[config.mk]
export PLATFORM = sky130hd
export DESIGN_NAME = mem_copy_mst
export DESIGN_NICKNAME = d
export VERILOG_FILES = /design/src/rtl/mem_copy_pkg.sv /design/src/rtl/mem_copy_ctr.sv /design/src/rtl/mem_copy_mst.sv
export SDC_FILE = /design/constraint.sdc
export NUM_CORES = 1
export LEC_CHECK = 0
export CORE_MARGIN = 2
export CORE_UTILIZATION = 43
export DETAILED_ROUTE_END_ITERATION = 16
export PLACE_DENSITY = 0.81
export RECOVER_POWER = 25
export SLEW_MARGIN = 25
export SYNTH_ARGS = -nofsm -noshare
export SYNTH_HDL_FRONTEND = slang
export SYNTH_HIERARCHICAL = 1
export SYNTH_SLANG_ARGS = --single-unit
[constraint.sdc]
create_clock -name AClkH -period 2.3 [get_ports AClkH]
set_input_delay 0.345 -clock AClkH [delete_from_list [all_inputs] [get_ports AClkH]]
set_output_delay 0.345 -clock AClkH [all_outputs]
set_load 0.03 [all_outputs]
[src/rtl/mem_copy_pkg.sv]
// Shared types and constants for the mem_copy_mst block-copy initiator.
// Optional fill mode is enabled with MEM_COPY_FILL_EN.
package mem_copy_pkg;

    typedef enum logic [1:0] {
        ST_IDLE = 2'd0,
        ST_RD   = 2'd1,
        ST_WR   = 2'd2,
        ST_DONE = 2'd3
    } state_e;

    localparam int C_ADDR_LEN = 8;
    localparam int C_DATA_LEN = 16;

    localparam logic [C_DATA_LEN-1:0] C_DATA_ONES = '1;
    localparam logic [C_DATA_LEN-1:0] C_DATA_ZERO = '0;

endpackage

[src/rtl/mem_copy_ctr.sv]
// Loadable source/destination address and word-count stepper.
// Addresses wrap naturally at 2^CAddrLen.
module mem_copy_ctr
    import mem_copy_pkg::*;
#(
    parameter int CAddrLen = C_ADDR_LEN
) (
    input  logic                clk,
    input  logic                rst_n,
    input  logic                load,
    input  logic                step_src,
    input  logic                step_dst,
    input  logic [CAddrLen-1:0] src_in,
    input  logic [CAddrLen-1:0] dst_in,
    input  logic [CAddrLen:0]   len_in,
    output logic [CAddrLen-1:0] src_o,
    output logic [CAddrLen-1:0] dst_o,
    output logic [CAddrLen:0]   left_o,
    output logic [CAddrLen:0]   cnt_o
);

    logic [CAddrLen-1:0] src_q, src_d;
    logic [CAddrLen-1:0] dst_q, dst_d;
    logic [CAddrLen:0]   left_q, left_d;
    logic [CAddrLen:0]   cnt_q, cnt_d;

    // load all counters on start, otherwise step on read/write beats
    always_comb begin
        src_d  = src_q;
        dst_d  = dst_q;
        left_d = left_q;
        cnt_d  = cnt_q;
        if (load) begin
            src_d  = src_in;
            dst_d  = dst_in;
            left_d = len_in;
            cnt_d  = '0;
        end else begin
            if (step_src) begin
                src_d = src_q + 1'b1;
            end
            if (step_dst) begin
                dst_d  = dst_q + 1'b1;
                left_d = left_q - 1'b1;
                cnt_d  = cnt_q + 1'b1;
            end
        end
    end

    // counter registers, synchronous reset
    always_ff @(posedge clk) begin
        if (!rst_n) begin
            src_q  <= '0;
            dst_q  <= '0;
            left_q <= '0;
            cnt_q  <= '0;
        end else begin
            src_q  <= src_d;
            dst_q  <= dst_d;
            left_q <= left_d;
            cnt_q  <= cnt_d;
        end
    end

    assign src_o  = src_q;
    assign dst_o  = dst_q;
    assign left_o = left_q;
    assign cnt_o  = cnt_q;

endmodule

[src/rtl/mem_copy_mst.sv]
// RAM-port initiator copying a block of words inside one single-port RAM.
// Define MEM_COPY_FILL_EN to add AFill/AFillData constant-fill mode.
module mem_copy_mst
    import mem_copy_pkg::*;
#(
    parameter int CAddrLen = C_ADDR_LEN,
    parameter int CDataLen = C_DATA_LEN
) (
    input  logic                AClkH,
    input  logic                AResetN,
    input  logic                AClkHEn,
    input  logic                AStart,
    input  logic                AAbort,
    input  logic [CAddrLen-1:0] ASrc,
    input  logic [CAddrLen-1:0] ADst,
    input  logic [CAddrLen:0]   ALen,
`ifdef MEM_COPY_FILL_EN
    input  logic                AFill,
    input  logic [CDataLen-1:0] AFillData,
`endif
    output logic                ABusy,
    output logic                ADone,
    output logic [CAddrLen:0]   ACnt,
    output logic [CAddrLen-1:0] AAddr,
    output logic [CDataLen-1:0] AMosi,
    input  logic [CDataLen-1:0] AMiso,
    output logic [CDataLen-1:0] AWrEn,
    output logic                ARdEn
);

    state_e state_q, state_d;
    logic   busy_q, busy_d;
    logic   done_q, done_d;
    logic   fill_q, fill_d;
    logic   fill_req;
    logic [CDataLen-1:0] fill_data;

    logic                load, step_src, step_dst;
    logic [CAddrLen-1:0] src, dst;
    logic [CAddrLen:0]   left, cnt;
    logic                last_word;

`ifdef MEM_COPY_FILL_EN
    assign fill_req  = AFill;
    assign fill_data = AFillData;
`else
    assign fill_req  = 1'b0;
    assign fill_data = '0;
`endif

    assign last_word = (left == {{CAddrLen{1'b0}}, 1'b1});

    mem_copy_ctr #(
        .CAddrLen(CAddrLen)
    ) u_ctr (
        .clk     (AClkH),
        .rst_n   (AResetN),
        .load    (load),
        .step_src(step_src),
        .step_dst(step_dst),
        .src_in  (ASrc),
        .dst_in  (ADst),
        .len_in  (ALen),
        .src_o   (src),
        .dst_o   (dst),
        .left_o  (left),
        .cnt_o   (cnt)
    );

    // next-state, counter steps and next registered status outputs
    always_comb begin
        state_d  = state_q;
        busy_d   = busy_q;
        done_d   = done_q;
        fill_d   = fill_q;
        load     = 1'b0;
        step_src = 1'b0;
        step_dst = 1'b0;
        if (AClkHEn) begin
            unique case (state_q)
                ST_IDLE: begin
                    if (AStart) begin
                        load   = 1'b1;
                        fill_d = fill_req;
                        if (ALen == '0) begin
                            state_d = ST_DONE;
                        end else if (fill_req) begin
                            state_d = ST_WR;
                        end else begin
                            state_d = ST_RD;
                        end
                    end
                end
                ST_RD: begin
                    step_src = 1'b1;
                    state_d  = AAbort ? ST_DONE : ST_WR;
                end
                ST_WR: begin
                    step_dst = 1'b1;
                    if (AAbort || last_word) begin
                        state_d = ST_DONE;
                    end else if (fill_q) begin
                        state_d = ST_WR;
                    end else begin
                        state_d = ST_RD;
                    end
                end
                ST_DONE: begin
                    state_d = ST_IDLE;
                end
            endcase
            busy_d = (state_d != ST_IDLE);
            done_d = (state_d == ST_DONE);
        end
    end

    // FSM state and status registers
    always_ff @(posedge AClkH) begin
        if (!AResetN) begin
            state_q <= ST_IDLE;
            busy_q  <= 1'b0;
            done_q  <= 1'b0;
            fill_q  <= 1'b0;
        end else begin
            state_q <= state_d;
            busy_q  <= busy_d;
            done_q  <= done_d;
            fill_q  <= fill_d;
        end
    end

    // RAM port decode from registered state; write data passes through
    always_comb begin
        AAddr = '0;
        AMosi = '0;
        AWrEn = '0;
        ARdEn = 1'b0;
        unique case (state_q)
            ST_RD: begin
                AAddr = src;
                ARdEn = 1'b1;
            end
            ST_WR: begin
                AAddr = dst;
                AWrEn = '1;
                AMosi = fill_q ? fill_data : AMiso;
            end
            ST_IDLE, ST_DONE: begin
                AAddr = '0;
            end
        endcase
    end

    assign ABusy = busy_q;
    assign ADone = done_q;
    assign ACnt  = cnt;

endmodule

* After elaboration in Yosys (flattened, before gate mapping)
Index checks and enable logic that the tools add are counted.
** Storage, ports and cells
- Flip-flop bits (word level) :: 38
- Logic and storage cells :: 47
- Input port bits :: 46
** Operators by class
- Eq/ne operators :: 5
- Bitwise logic cells :: 1
- Reduce and logical (&&, ||, !) cells :: 8
- Muxes and demuxes :: 22
- Add/subtract/negate cells :: 4
** Operators with widths (number)
- 16-bit 2-to-1 mux :: 2
- 8-bit 2-to-1 mux :: 4
- 8-bit case mux with 3 select lines :: 1
- 9-bit 2-to-1 mux :: 2
- 8-bit by 1-bit adder with 8-bit output (second input constant) :: 2
- 9-bit by 1-bit adder with 9-bit output (second input constant) :: 1
- 9-bit by 1-bit equality test with 1-bit output (second input constant) :: 1
- 9-bit zero test :: 1
- 9-bit by 1-bit subtractor with 9-bit output (second input constant) :: 1
- 1-bit 2-to-1 mux :: 8
- 2-bit 2-to-1 mux :: 4
- 2-bit case mux with 4 select lines :: 1
- 2-bit equality test (second input constant) :: 3
- 2-bit nonzero test :: 3
- 2-bit OR reduction :: 2
- 2-bit by 1-bit equality test with 1-bit output (second input constant) :: 1
- 2-bit zero test :: 1
- 1-bit logical OR :: 1
- 1-bit inverter :: 1

* Longest topological paths before layout
- Depth in word-level cells :: 6
- Gate-level depth with buffers :: 9

* By module
The synthesis kept the hierarchy.
** By module, submodules not included
- mem_copy_ctr :: times used 1, sequential area each 680.7 sq um, cells each 192, area each 1681.6 sq um
- mem_copy_mst :: times used 1, sequential area each 80.1 sq um, cells each 76, area each 590.6 sq um

* Worst setup path after synthesis
Ideal clock, no wire load.
- Path kind :: flip-flop to flip-flop
- Start :: register state_q[1]
- End :: register u_ctr.cnt_q[7], in the netlist u_ctr/cnt_o[7]
- Arrival time :: 1949 ps
- Period minus slack after synthesis :: 2021 ps
- Setup slack :: 279 ps
- Library setup time :: 72 ps
- Cell stages (with the launch flop) :: 9
- Cell sequence :: dfxtp_1 nor2b_1 buf_4 buf_2 and2_1 buf_2 nand4_1 or4_1 a21oi_1
** Between the ends
- Elaborated cells on any way between the ends :: 7
- Classes of those cells :: eq/ne (1); mux (4); reduce/logical (2)
** RTL lines
- start: declaration :: line mem_copy_mst.sv:31 : state_e state_q, state_d;
- start signal: assignment :: line mem_copy_mst.sv:125 : state_q <= state_d;
- 2-bit equality test :: line mem_copy_mst.sv:80 : unique case (state_q)
- 1-bit 2-to-1 mux :: line mem_copy_mst.sv:80
- 1-bit 2-to-1 mux :: line mem_copy_mst.sv:79 : if (AClkHEn) begin
- via step_dst :: line mem_copy_mst.sv:38 : logic load, step_src, step_dst;
- end signal: assignment :: line mem_copy_ctr.sv:61 : cnt_q <= cnt_d;
- end: declaration :: line mem_copy_ctr.sv:25 : logic [CAddrLen:0] cnt_q, cnt_d;
The timed path passes the listed nets, and every way through them passes these cells.
A chain may end at the register's enable or synchronous reset.

* Worst setup path in the final report
- Start :: register state_q[0]
- End :: output port ARdEn
** Between the ends
- Cells in the longest elaborated chain, start to end :: 2
** Ends and longest elaborated chain
- 2-bit by 1-bit equality test with 1-bit output :: line mem_copy_mst.sv:138 : unique case (state_q)
- 1-bit 2-to-1 mux :: line mem_copy_mst.sv:138
- end: declaration :: line mem_copy_mst.sv:28 : output logic ARdEn
No other way between the ends.

==> impl_results.md <==
* Hold Path Cell Cnt at 2
* DRT Pass-1 Iters at 5
* Most common cell in the netlist: dfxtp_1
* H-Tree Depth at 2
* Area contributors post-synth: dfxtp_1, o21ai_0, buf_4
* Critical path arrival at approximately 1.8 ns
* Async SR Flop Fraction at 0%
* Outcome: finished clean
* Fin crit share at between 90 and 100%
* Share of cells above drive strength 1 at between 7 and 8%
* Dpl cells at about 420
* CP Launch Type: flop
* Internal at 1.16 mW
* Post-synthesis adder-cell area fraction at 2.20%
* Reg2reg path depth at 7
* Initial antenna violation count at 0
* I/O Pins at 98
* Hold slack at 0.493 ns
* Part of the power in the clock network at between 20 and 30%
* Post-Synth Simple-Gate Area at between 20 and 30%
* Main synth FF type: dfxtp_1
* Crit path kind: flop to output pin
* Endpoint type of the worst setup path: output pin
* Worst-path clk slew at ~0.070 ns
* Post-synth top area share at approximately 33%
* CP Launch Point: state_q[0]
* Die area at 5880 um^2
* Maximum clock insertion buffer count at 2
* Die width at 76.7 um
* Ys Warns at 6
* Fmax at ~460 MHz
* Setup repair after global routing missed its margin: false
* R2R setup slack at between 0.15 and 0.2 ns
* Switching share of total power at ~30%
* Normalized max-slew margin at between 70% and 80%
* Residual overflow from global routing at 0
* Max IR drop VDD at 236 uV
* Clk root buf: clkbuf_8
* Compound-Gate Fraction of Synth Area at between 20% and 30%
* Fin cells at 421
* CP Max Fanout at 13
* Worst hold path startpoint: u_ctr/cnt_o[8]
* Comb pwr share at a little over a quarter
* Total Power at 1.67 mW
* Post-Syn Area per Cell at ~8.5 um^2
* Setup Skew at a little under 0.006 ns
* # hold bufs at CTS at 0
* PortBufs at 97
* Pin count of the biggest net entering global routing at 35
* Slew @ Worst Pin at around 0.37 ns
* Nets at 402
* Critical Path RT at ~2 ns
* Reg power frac at between 40 and 50%
* Xor-xnor portion of the synthesized cell area at between 5 and 6%
* Hold/Removal Path Class: flop to flop
* Routed vias/inst at between 5 and 6
* Synth unique cells at 47
* Postcts setup bufs at 0
* FF+latch count, synth at 38
* Synth area leader: dfxtp_1
* Pre-CTS setup slack at 0.184 ns
* Maxcap violations at 0
* Mapped Nets at approximately 320
* CTS buffer count at 5
* Filler cells at roughly 450
* Row count at 26
* Initial DRC Count at ~180
* Avg WL per Cell at ~15 um
* Ant. Diodes at 0
* P per Cell Area at approximately 500 nW/um^2
* Mux contribution to synthesized area at approximately 1.3%
* R2R Path Start: state_q[1]
* Sequential share of the synthesized area at about 33%
* Total GRT Usage at 20.5%
* Worst reg2reg path endpoint: u_ctr/cnt_o[8]
* List of most frequent post-synthesis cells: dfxtp_1, o21ai_0, and2_1
* Psw at 0.510 mW
* Post-Place Cell Area at between 3000 and 4000 um^2
* Max-slew violations at 0
* Hold Fails Final Rpt at 0
* CTS tree: yes
* Hold EP: u_ctr/cnt_o[8]
* Starting Density at 44.5%
* Clk_lat worst skew at between 0.2 and 0.3 ns
* Final WL at around 6300 um
* Design Area, Final at approximately 3300 um^2
* HPWL Detailed at ~4600 um
* Number of global-route vias before repair at between 2000 and 2500
* Post-Synthesis Cells at ~270
* Routed Antenna Nets at 0
* Final setup margin at roughly 0.13 ns
* Post-route DRC at 0
* Final setup viols at 0
* Post-Syn Area at 2270 um^2
* Via count at approximately 2300
* First-pass GRT wire length at approximately 10000 um
* Setup TNS at 0 ns
* Number of flops mapped to enable cells by yosys at 0
* Synthesis-to-layout area growth at 47.2%
* Final min period at 2.17 ns
* Die Y at around 77 um
* Combinational family with the most area after synthesis: simple AND/OR/NAND/NOR gates
* Final Core Density at 65.5%
* GPL Wtd Cong at 0.897
* Lkg Pwr at between 1.5 and 2 nW
* CTS sink cnt at 38
* Core area at between 5000 and 6000 um^2
-- area by class of cell --
class	count	area [um^2]	share of cell area (%)
multi-input cells	195	1310	39.1
repair buffers	108	1090	32.6
flip-flops and latches	38	761	22.7
well taps	70	87.6	2.62
clock buffers	6	82.6	2.47
inverters	4	15.0	0.449
-- repair_timing --
action / 4_1_cts / 5_1_grt
endpoints found under the setup margin: 39 / 24
resized for setup: 18 / 24
hold endpoints to repair: 0 / 0
-- metal layers --
| metal | up-vias | track usage [%] | share of wire (%) |
|---|---|---|---|
| li1 | 1134 | - | - |
| met2 | 99 | 34.1 | 48 |
| met5 | - | 0 | 0 |
| met3 | 13 | 5.29 | 7.6 |
| met4 | 0 | 8.91 | 1.7 |
| met1 | 1031 | 24.9 | 42 |
-- worst max-delay path, cell delays in order, from the launching register on --
cell             delay [ns]
dfxtp_1                0.45
and2b_2                0.35
clkdlybuf4s50_1        0.73
-- layout by cell type, fill, tap and decap left out, drive strengths merged, types with 4 or more instances in the layout --
cell type	count
clkdlybuf4s50	47
dfxtp	38
o21ai	27
dlymetal6s2s	23
and2	18
nand2	17
dlygate4sd2	16
a21oi	13
buf	12
a31oi	10
dlygate4sd3	10
nand4	10
xnor2	9
or3	9
a22o	8
o211a	8
nor2	6
nand2b	6
clkbuf	6
nand3	6
xor2	6
ha	4
a211oi	4
nor4b	4
or4	4
-- sequential cells by signal, summed over array words and instances, names as in the netlist --
name          count
u_ctr/cnt_o       9
u_ctr/left_o      9
u_ctr/dst_o       8
u_ctr/src_o       8
state_q           2
ABusy             1
ADone             1
-- power groups by stage --
stage | registers [mW] | clock network [mW] | logic (mW)
2_1_floorplan | 0.762 | 0 | 0.292
5_1_grt | 0.768 | 0.484 | 0.493
3_3_place_gp | 0.771 | 0 | 0.461
6_report | 0.761 | 0.451 | 0.457
3_5_place_dp | 0.772 | 0 | 0.469
4_1_cts | 0.758 | 0.462 | 0.464
-- kinds of logic after synthesis --
group | Yosys count
muxes | 3
AOI/OAI and AO/OA | 78
adders and majority gates | 4
buffers and inverters | 35
DFF | 38
and+or+nand+nor | 95
xor gates and xnor gates | 15
-- worst max-delay path by stage --
stage / end / cells past startpoint
detailed placement: AMosi[7] / 4
finish: ARdEn / 2
CTS: AAddr[4] / 4
global route: u_ctr/cnt_o[8] / 7
floorplan: u_ctr/cnt_o[7] / 8
global placement: AAddr[2] / 3
Note: power is estimated with default switching activity, not from simulation.
